`src/rtl/mem_fsm_pkg.sv`:
```
// Shared types and defaults for the load/store sequencer.
package mem_fsm_pkg;

  typedef enum logic [3:0] {
    S_IDLE, S_ADDR, S_MAR, S_ST_DATA, S_ST_MDRW, S_ST_MEM,
    S_LD_MEM, S_LD_READ, S_LD_OUT, S_LD_WB, S_DONE, S_ERR
  } state_t;

  localparam logic [3:0] OPC_LOAD_DEF  = 4'b0011;
  localparam logic [3:0] OPC_STORE_DEF = 4'b0100;

  // Wait counter width; a disabled timeout still needs a 1-bit counter.
  function automatic int cnt_w(input int t);
    return (t > 0) ? $clog2(t + 1) : 1;
  endfunction

endpackage

```
`src/rtl/reg_onehot_dec.sv`:
```
// Register index -> one-hot enable (index 0 on the MSB) plus range check.
module reg_onehot_dec
  import mem_fsm_pkg::*;
#(
  parameter int NUM_REGS = 6,
  parameter int FLD_W    = 6
) (
  input  logic [FLD_W-1:0]    idx,
  output logic [NUM_REGS-1:0] onehot,
  output logic                valid
);

  // Out-of-range indices decode to all zeros and clear valid.
  always_comb begin
    valid  = (32'(idx) < NUM_REGS);
    onehot = '0;
    for (int i = 0; i < NUM_REGS; i++)
      if (32'(idx) == i) onehot[NUM_REGS-1-i] = 1'b1;
  end

endmodule

```
`src/rtl/mem_access_fsm.sv`:
```
// Load/store sequencer: drives bus strobes, memory handshake and register selects.
module mem_access_fsm
  import mem_fsm_pkg::*;
#(
  parameter int               INSTR_W     = 16,
  parameter int               OPC_W       = 4,
  parameter int               NUM_REGS    = 6,
  parameter logic [OPC_W-1:0] OPC_LOAD    = OPC_LOAD_DEF,
  parameter logic [OPC_W-1:0] OPC_STORE   = OPC_STORE_DEF,
  parameter int               MFC_TIMEOUT = 15
) (
  input  logic                clk,
  input  logic                rst,
  input  logic                start,
  input  logic [INSTR_W-1:0]  instruction,
  input  logic                abort,
  input  logic                MFC,
  output logic                busy,
  output logic                done,
  output logic                err,
  output logic                pc_inc,
  output logic                mar_in,
  output logic                mdr_write_en,
  output logic                mdr_read_en,
  output logic                mdr_out,
  output logic                mem_en,
  output logic                RW,
  output logic [NUM_REGS-1:0] rx_out,
  output logic [NUM_REGS-1:0] rx_in
);

  localparam int FLD_W = (INSTR_W - OPC_W) / 2;
  localparam int CW    = cnt_w(MFC_TIMEOUT);
  localparam logic [CW-1:0] TO_LAST = CW'((MFC_TIMEOUT > 0) ? MFC_TIMEOUT - 1 : 0);

  state_t               state, state_n;
  logic [INSTR_W-1:0]   instr_q, src;
  logic [CW-1:0]        wait_cnt;
  logic [OPC_W-1:0]     opc;
  logic                 opc_ok, accept, is_store, timed_out;
  logic [NUM_REGS-1:0]  oh1, oh2;
  logic                 v1, v2;

  // In IDLE the decoders look at the incoming word so the index check
  // happens on the start cycle; afterwards they follow the latched copy.
  // Outputs are all zero in IDLE, so the one-hots stay a function of instr_q.
  assign src       = (state == S_IDLE) ? instruction : instr_q;
  assign opc       = instruction[INSTR_W-1 -: OPC_W];
  assign opc_ok    = (opc == OPC_LOAD) || (opc == OPC_STORE);
  assign accept    = (state == S_IDLE) && start && opc_ok;
  assign is_store  = (instr_q[INSTR_W-1 -: OPC_W] == OPC_STORE);
  assign timed_out = (MFC_TIMEOUT > 0) && (wait_cnt == TO_LAST);

  reg_onehot_dec #(.NUM_REGS(NUM_REGS), .FLD_W(FLD_W)) u_dec_p1 (
    .idx(src[2*FLD_W-1 -: FLD_W]), .onehot(oh1), .valid(v1)
  );
  reg_onehot_dec #(.NUM_REGS(NUM_REGS), .FLD_W(FLD_W)) u_dec_p2 (
    .idx(src[FLD_W-1:0]), .onehot(oh2), .valid(v2)
  );

  // State register and instruction latch; only an accepted start loads instr_q.
  always_ff @(posedge clk or posedge rst) begin
    if (rst) begin
      state   <= S_IDLE;
      instr_q <= '0;
    end else begin
      state <= state_n;
      if (accept) instr_q <= instruction;
    end
  end

  // MFC wait counter: held at zero outside the wait states, so it restarts on entry.
  always_ff @(posedge clk or posedge rst) begin
    if (rst)
      wait_cnt <= '0;
    else if (state != S_ST_MEM && state != S_LD_MEM)
      wait_cnt <= '0;
    else if (!MFC)
      wait_cnt <= wait_cnt + CW'(1);
  end

  // Next-state logic and Moore output decode.
  always_comb begin
    state_n      = state;
    done         = 1'b0;
    err          = 1'b0;
    pc_inc       = 1'b0;
    mar_in       = 1'b0;
    mdr_write_en = 1'b0;
    mdr_read_en  = 1'b0;
    mdr_out      = 1'b0;
    mem_en       = 1'b0;
    RW           = 1'b0;
    rx_out       = '0;
    rx_in        = '0;
    case (state)
      S_IDLE:    if (accept) state_n = (v1 && v2) ? S_ADDR : S_ERR;
      S_ADDR:    begin pc_inc = 1'b1; rx_out = oh2; state_n = S_MAR; end
      S_MAR:     begin
                   mar_in  = 1'b1;
                   rx_out  = oh2;
                   state_n = is_store ? S_ST_DATA : S_LD_MEM;
                 end
      S_ST_DATA: begin rx_out = oh1; state_n = S_ST_MDRW; end
      S_ST_MDRW: begin mdr_write_en = 1'b1; rx_out = oh1; state_n = S_ST_MEM; end
      S_ST_MEM:  begin
                   mem_en = 1'b1;
                   if (MFC)            state_n = S_DONE;
                   else if (timed_out) state_n = S_ERR;
                 end
      S_LD_MEM:  begin
                   mem_en = 1'b1;
                   RW     = 1'b1;
                   if (MFC)            state_n = S_LD_READ;
                   else if (timed_out) state_n = S_ERR;
                 end
      S_LD_READ: begin mem_en = 1'b1; RW = 1'b1; mdr_read_en = 1'b1; state_n = S_LD_OUT; end
      S_LD_OUT:  begin mdr_out = 1'b1; RW = 1'b1; state_n = S_LD_WB; end
      S_LD_WB:   begin mdr_out = 1'b1; RW = 1'b1; rx_in = oh1; state_n = S_DONE; end
      S_DONE:    begin done = 1'b1; state_n = S_IDLE; end
      S_ERR:     begin err = 1'b1; state_n = S_IDLE; end
      default:   state_n = S_IDLE;
    endcase
    busy = (state != S_IDLE);
    // Abort cancels any sequence in flight; it has nothing to cancel in IDLE.
    if (abort && state != S_IDLE) state_n = S_IDLE;
  end

endmodule

```
`config.mk`:
```
export PLATFORM = sky130hd
export DESIGN_NAME = mem_access_fsm
export DESIGN_NICKNAME = d
export VERILOG_FILES = /design/src/rtl/mem_fsm_pkg.sv /design/src/rtl/reg_onehot_dec.sv /design/src/rtl/mem_access_fsm.sv
export SDC_FILE = /design/constraint.sdc
export NUM_CORES = 1
export LEC_CHECK = 0
export ABC_AREA = 1
export ABC_CLOCK_PERIOD_IN_PS = 2650
export CAP_MARGIN = 20
export CORE_ASPECT_RATIO = 0.7
export CORE_MARGIN = 2
export CORE_UTILIZATION = 50
export CTS_CLUSTER_SIZE = 14
export DETAILED_ROUTE_END_ITERATION = 6
export GPL_TIMING_DRIVEN = 0
export PLACE_DENSITY = 0.89
export SLEW_MARGIN = 30
export SYNTH_ARGS = -nofsm -noshare
export SYNTH_HDL_FRONTEND = slang
export SYNTH_HIERARCHICAL = 1
export SYNTH_SLANG_ARGS = --single-unit
```
`constraint.sdc`:
```
create_clock -name clk -period 2.65 [get_ports clk]
set_input_delay 0.795 -clock clk [delete_from_list [all_inputs] [get_ports clk]]
set_output_delay 0.795 -clock clk [all_outputs]
set_load 0.005 [all_outputs]
```
; ---- Word-level counts from Yosys, hierarchy flattened
; Index checks and enable logic that the tools add are counted.
[totals]
in_bits = 21
elab_cells = 84
reg_bits = 24
out_inout_bits = 22
[op_classes]
muxes = 34
n_reduce_logical = 15
add_sub_neg = 1
n_eq_ne = 29
order_cmp = 2
[op_table]
columns = operator, n
row1 = $pmux W4 S10, 1
row2 = $mux W4, 8
row3 = $eq A4 B3 Y1 const B, 6
row4 = $eq A6 B2 Y1 const B, 4
row5 = $eq A6 B3 Y1 const B, 4
row6 = $mux W1, 21
row7 = $eq A4 B4 Y1 const B, 5
row8 = $eq A4 B2 Y1 const B, 3
row9 = $eq A6 B1 Y1 const B, 2
row10 = $logic_not A6 Y1, 2
row11 = $lt A6 B3 Y1 const B, 2
row12 = $mux W12, 1
row13 = $pmux W6 S2, 1
row14 = $ne A4 B3 Y1 const B, 2
row15 = $mux W6, 1
row16 = $reduce_or A2 Y1, 3
row17 = $logic_and A1 B1 Y1, 5
row18 = $add A4 B1 Y4 const B, 1
row19 = $eq A4 B1 Y1 const B, 1
row20 = $logic_not A4 Y1, 1
row21 = $reduce_bool A4 Y1, 1
row22 = $reduce_or A4 Y1, 1
row23 = $mux W3, 1
row24 = $ne A3 B2 Y1 const B, 1
row25 = 3 further kinds, 3

; ---- Logic depth before layout (Yosys ltp)
[depth]
ltp_word = 8
ltp_mapped = 13
depth_no_buf = 12

; ---- Cells and area by module
; Netlist, hierarchy kept.
[modules_own_cells]
columns = mod, seq_area_each_um2, instances, cells_each, area_each_um2
row1 = mem_access_fsm, 600.6, 1, 230, 1577.8
row2 = reg_onehot_dec, 0.0, 2, 23, 96.3

; ---- Least setup slack after synthesis
; No wires, ideal clock.
[synth_timing]
path_kind = register to output
from = register state[1]
to = output rx_out[0]
path_stages_with_launch = 11
arrival_ns = 1.624
t_required_ns = 1.855
slack_ns = 0.231
n_path_buf = 1
cell_sequence = dfrtp_1 -> nor2_4 -> nand2_4 -> buf_2 -> o21ai_0 -> inv_1 -> nor2_1 -> nand2_1 -> nor2_1 -> inv_1 -> o21ai_0
[synth_between]
elab_chain_len = 5
word_cells_on_any_way = 13
classes_between = eq/ne (6) / mux (4) / reduce/logical (3)
[synth_rtl]
columns = element, line_no
row1 = from (decl), mem_access_fsm.sv:36  ; state_t state, state_n;
row2 = from (signal assigned), mem_access_fsm.sv:67  ; state <= state_n;
row3 = $logic_not A4 Y1, mem_access_fsm.sv:47  ; assign src = (state == S_IDLE) ? instruction : instr_q;
row4 = $mux W12, mem_access_fsm.sv:47
row5 = via src[8], mem_access_fsm.sv:37  ; logic [INSTR_W-1:0] instr_q, src;
row6 = $eq A6 B3 Y1, reg_onehot_dec.sv:18  ; if (32'(idx) == i) onehot[NUM_REGS-1-i] = 1'b1;
row7 = $mux W1, reg_onehot_dec.sv:18
row8 = via oh1[0], mem_access_fsm.sv:41  ; logic [NUM_REGS-1:0] oh1, oh2;
row9 = $pmux W6 S2, mem_access_fsm.sv:96  ; case (state)
row10 = to (decl), mem_access_fsm.sv:28  ; output logic [NUM_REGS-1:0] rx_out,
; The timed path passes the listed nets, and every way through them passes these cells.

; ---- Final worst setup path
[layout_timing]
from = register state[0]
to = output rx_out[0]
; Same word-level chain as after synthesis.

==> flow_metrics.py <==
metrics = {
    "setup_path": {
        "critPathRequiredTime_ps": 1860,
        "reg2regPathDepth": 15,
        "startpoint_type": "flip-flop",
        "cp.arrival_ps": 2010,
        "regToRegSetupSlack_ps": 440,
        "path_max_fanout": 8,
        "crit_end": "rx_out[0]",
        "rr_startpoint": "state[0]$_DFFE_PP0P_",
        "cp-startpoint": "state[0]$_DFFE_PP0P_",
        "crit_type": "flip-flop to primary output",
        "r2r_end": "state[3]$_DFFE_PP0P_",
        "critical_path.endpoint_type": "primary output",
    },
    "logic_synthesis": {
        "synth.area.mux_share_pct": 0,
        "yosys_register_bits": 24,
        "synthTopCellsByArea": "dfrtp_1 (34%), nand2_1 (15%), inv_1 (11%)",
        "synth_top_family_by_area": "simple AND/OR/NAND/NOR gates",
        "synth_cell_types": 19,
        "synth_area_per_cell_um2": 6.41,
        "seq_area_frac_synth_pct": 33.9,
        "yosys.area.top_type": "dfrtp_1",
        "synth_xor_area_share_pct": 0,
        "synth_top_area_share_pct": 33.9,
        "postSynthCellCount": 276,
        "synth-simple-area-share_pct": 35.1,
        "synthesis.nets": 299,
        "synth_area_mm2": 0.00177,
        "synth_compound_area_share_pct": 16.5,
        "synth-adder-area-share_pct": 1.41,
        "yosysWarnings": 6,
    },
    "routing": {
        "dr.pass1.iters": 5,
        "drt_iter0_drc": 425,
        "dr_total_vias": 2260,
        "routed_wl_mm": 7.01,
        "drc": 0,
        "postRouteAntennaNets": 0,
        "routedWlPerCell_um": 17.5,
        "vias_per_cell": 5.65,
    },
    "grt": {
        "overflow": 0,
        "grt_pass1_wl_mm": 8.80,
        "grt_max_degree": 25,
        "antenna_found_initial": 0,
        "grtUsageTotal_pct": 29.4,
        "grt_pass1_vias": 1899,
    },
    "cts": {
        "clk_latency_ps": 280,
        "clock-sinks": 24,
        "cts.clk_slew.worst_paths_ps": 80,
        "root_buffer": "clkbuf_8",
        "cts_tree": "done",
        "holdBufCountCts": 0,
        "htree_levels": 1,
        "cts_buffers": 3,
        "cts_buffer_depth": 2,
    },
    "min_path": {
        "holdCritPathClass": "flip-flop to flip-flop",
        "min_from": "wait_cnt[3]$_DFFE_PP0P_",
    },
    "placed_design": {
        "place_hpwl_mm": 3.10,
        "io_buffers": 42,
        "dp_cells": 368,
        "gp_congestion": 0.911,
        "placed_area_mm2": 0.00225,
    },
    "pwr": {
        "p_total_mw": 3.29,
        "powerDensity_mw_per_mm2": 1190,
        "cellLeakagePower_nw": 1.42,
        "ir_drop_uv": 797,
    },
    "sta": {
        "drv_slew": 0,
        "rsz0062_at_grt": "true",
        "setup_viol_count_final": 12,
        "worstMarginPinSlew_ps": 531,
        "slew_headroom_pct": 64.6,
        "period_needed_ps": 2810,
        "whs_ps": 478,
        "final.setup.worst_slack_ps": -160,
        "fin_tns_setup_ps": -1270,
        "hold_viol_final": 0,
        "finalCritPeriodShare_pct": 106,
        "clock_skew_ps": 9.72,
        "fmax_mhz": 356,
    },
    "die": {
        "start_util_pct": 51.4,
        "die_h_um": 53.8,
        "die_w_um": 75.1,
        "fp.coreArea_mm2": 0.00345,
        "fp.dieArea_mm2": 0.00404,
        "rows": 18,
        "io_pins": 43,
    },
    "cells_and_area": {
        "fin_nets": 374,
        "drive_gt1_share_pct": 36.6,
        "seqCellArea_um2": 604,
        "mostFrequentLayoutCells": "nand2_1 (59), nor2_1 (36), inv_1 (35)",
        "diodes": 0,
        "syn_to_final_growth_pct": 55.6,
        "post-route-cell-area_mm2": 0.00276,
        "multiInputGateArea_mm2": 0.00118,
        "layout_commonest_cell": "nand2_1",
        "stdcell_count": 400,
        "fillers": 219,
    },
    "flow_run": {
        "drv_cap": 0,
    },
    "status": {
        "violations": "negative setup slack",
        "status": "complete, but fails checks",
    },
}
[kinds of logic after synthesis]
kind of cell               after synthesis
adders and majority gates                2
buffers and inverters                   57
DFF                                     24
AOI/OAI and AO/OA                       51
and+or+nand+nor                        142
[sequential cells by signal (all words and copies together) (netlist names)]
signal / cells
instr_q: 16
state: 4
wait_cnt: 4
[per-stage QoR]
stage / setup slack, ps / utilization [%]
detailed placement: -870 / 65.4
finish: -160 / 80.0
global placement: -823 / 65.4
global route: -242 / 80.0
CTS: -56.2 / 73.8
floorplan: 231 / -
[synthesized netlist by cell type, drive strengths merged]
cell type / instances
nand2: 76
inv: 53
nor2: 53
o21ai: 43
dfrtp: 24
nand3: 9
a21oi: 8
buf: 4
nor3: 3
ha: 2
or2: 1
[power breakdown]
group	internal (mW)	switching, mW
Combinational	0.976	1.41
Sequential	0.514	0.123
Clock	0.133	0.129
Total	1.62	1.66
[final cells by class]
class                   count  share of cell area, %
clock buffers               4                   2.00
repair buffers             70                   21.3
multi-input cells         195                   43.0
inverters                  53                   7.36
plain buffers               4                   2.09
flip-flops and latches     24                   21.9
well taps                  50                   2.27
[timing repair]
item | 4_1_cts | 5_1_grt
pin swaps | 46 | 19
setup buffers | 18 | 10
resized for setup | 137 | 37
endpoints found under the setup margin | 12 | 16
[layer usage]
metal  GRT usage (%)  wire length (µm)
met1            38.5              2550
met2            50.3              3180
met3            2.25               786
met4            12.8               497
met5               0                 0
[worst min-delay path by stage]
stage | endpoint | slack (ps) | cells past startpoint
2_1_floorplan | wait_cnt[3]$_DFFE_PP0P_ | 430 | 1
6_report | wait_cnt[3]$_DFFE_PP0P_ | 480 | 1
4_1_cts | wait_cnt[3]$_DFFE_PP0P_ | 470 | 1
5_1_grt | wait_cnt[3]$_DFFE_PP0P_ | 500 | 1
3_5_place_dp | wait_cnt[3]$_DFFE_PP0P_ | 460 | 1
3_3_place_gp | wait_cnt[3]$_DFFE_PP0P_ | 450 | 1
[critical path: stages (launching register included)]
cell and delay (ps):
dfrtp_1 420, nor2_4 160, nand2_4 100, buf_8 160
buf_4 140, o21ai_4 180, nor2_4 70, buf_6 120
nand2_4 50, nor2_1 50, inv_1 80, o21ai_1 70
buf_2 130
(Power assumes the default switching activity.)
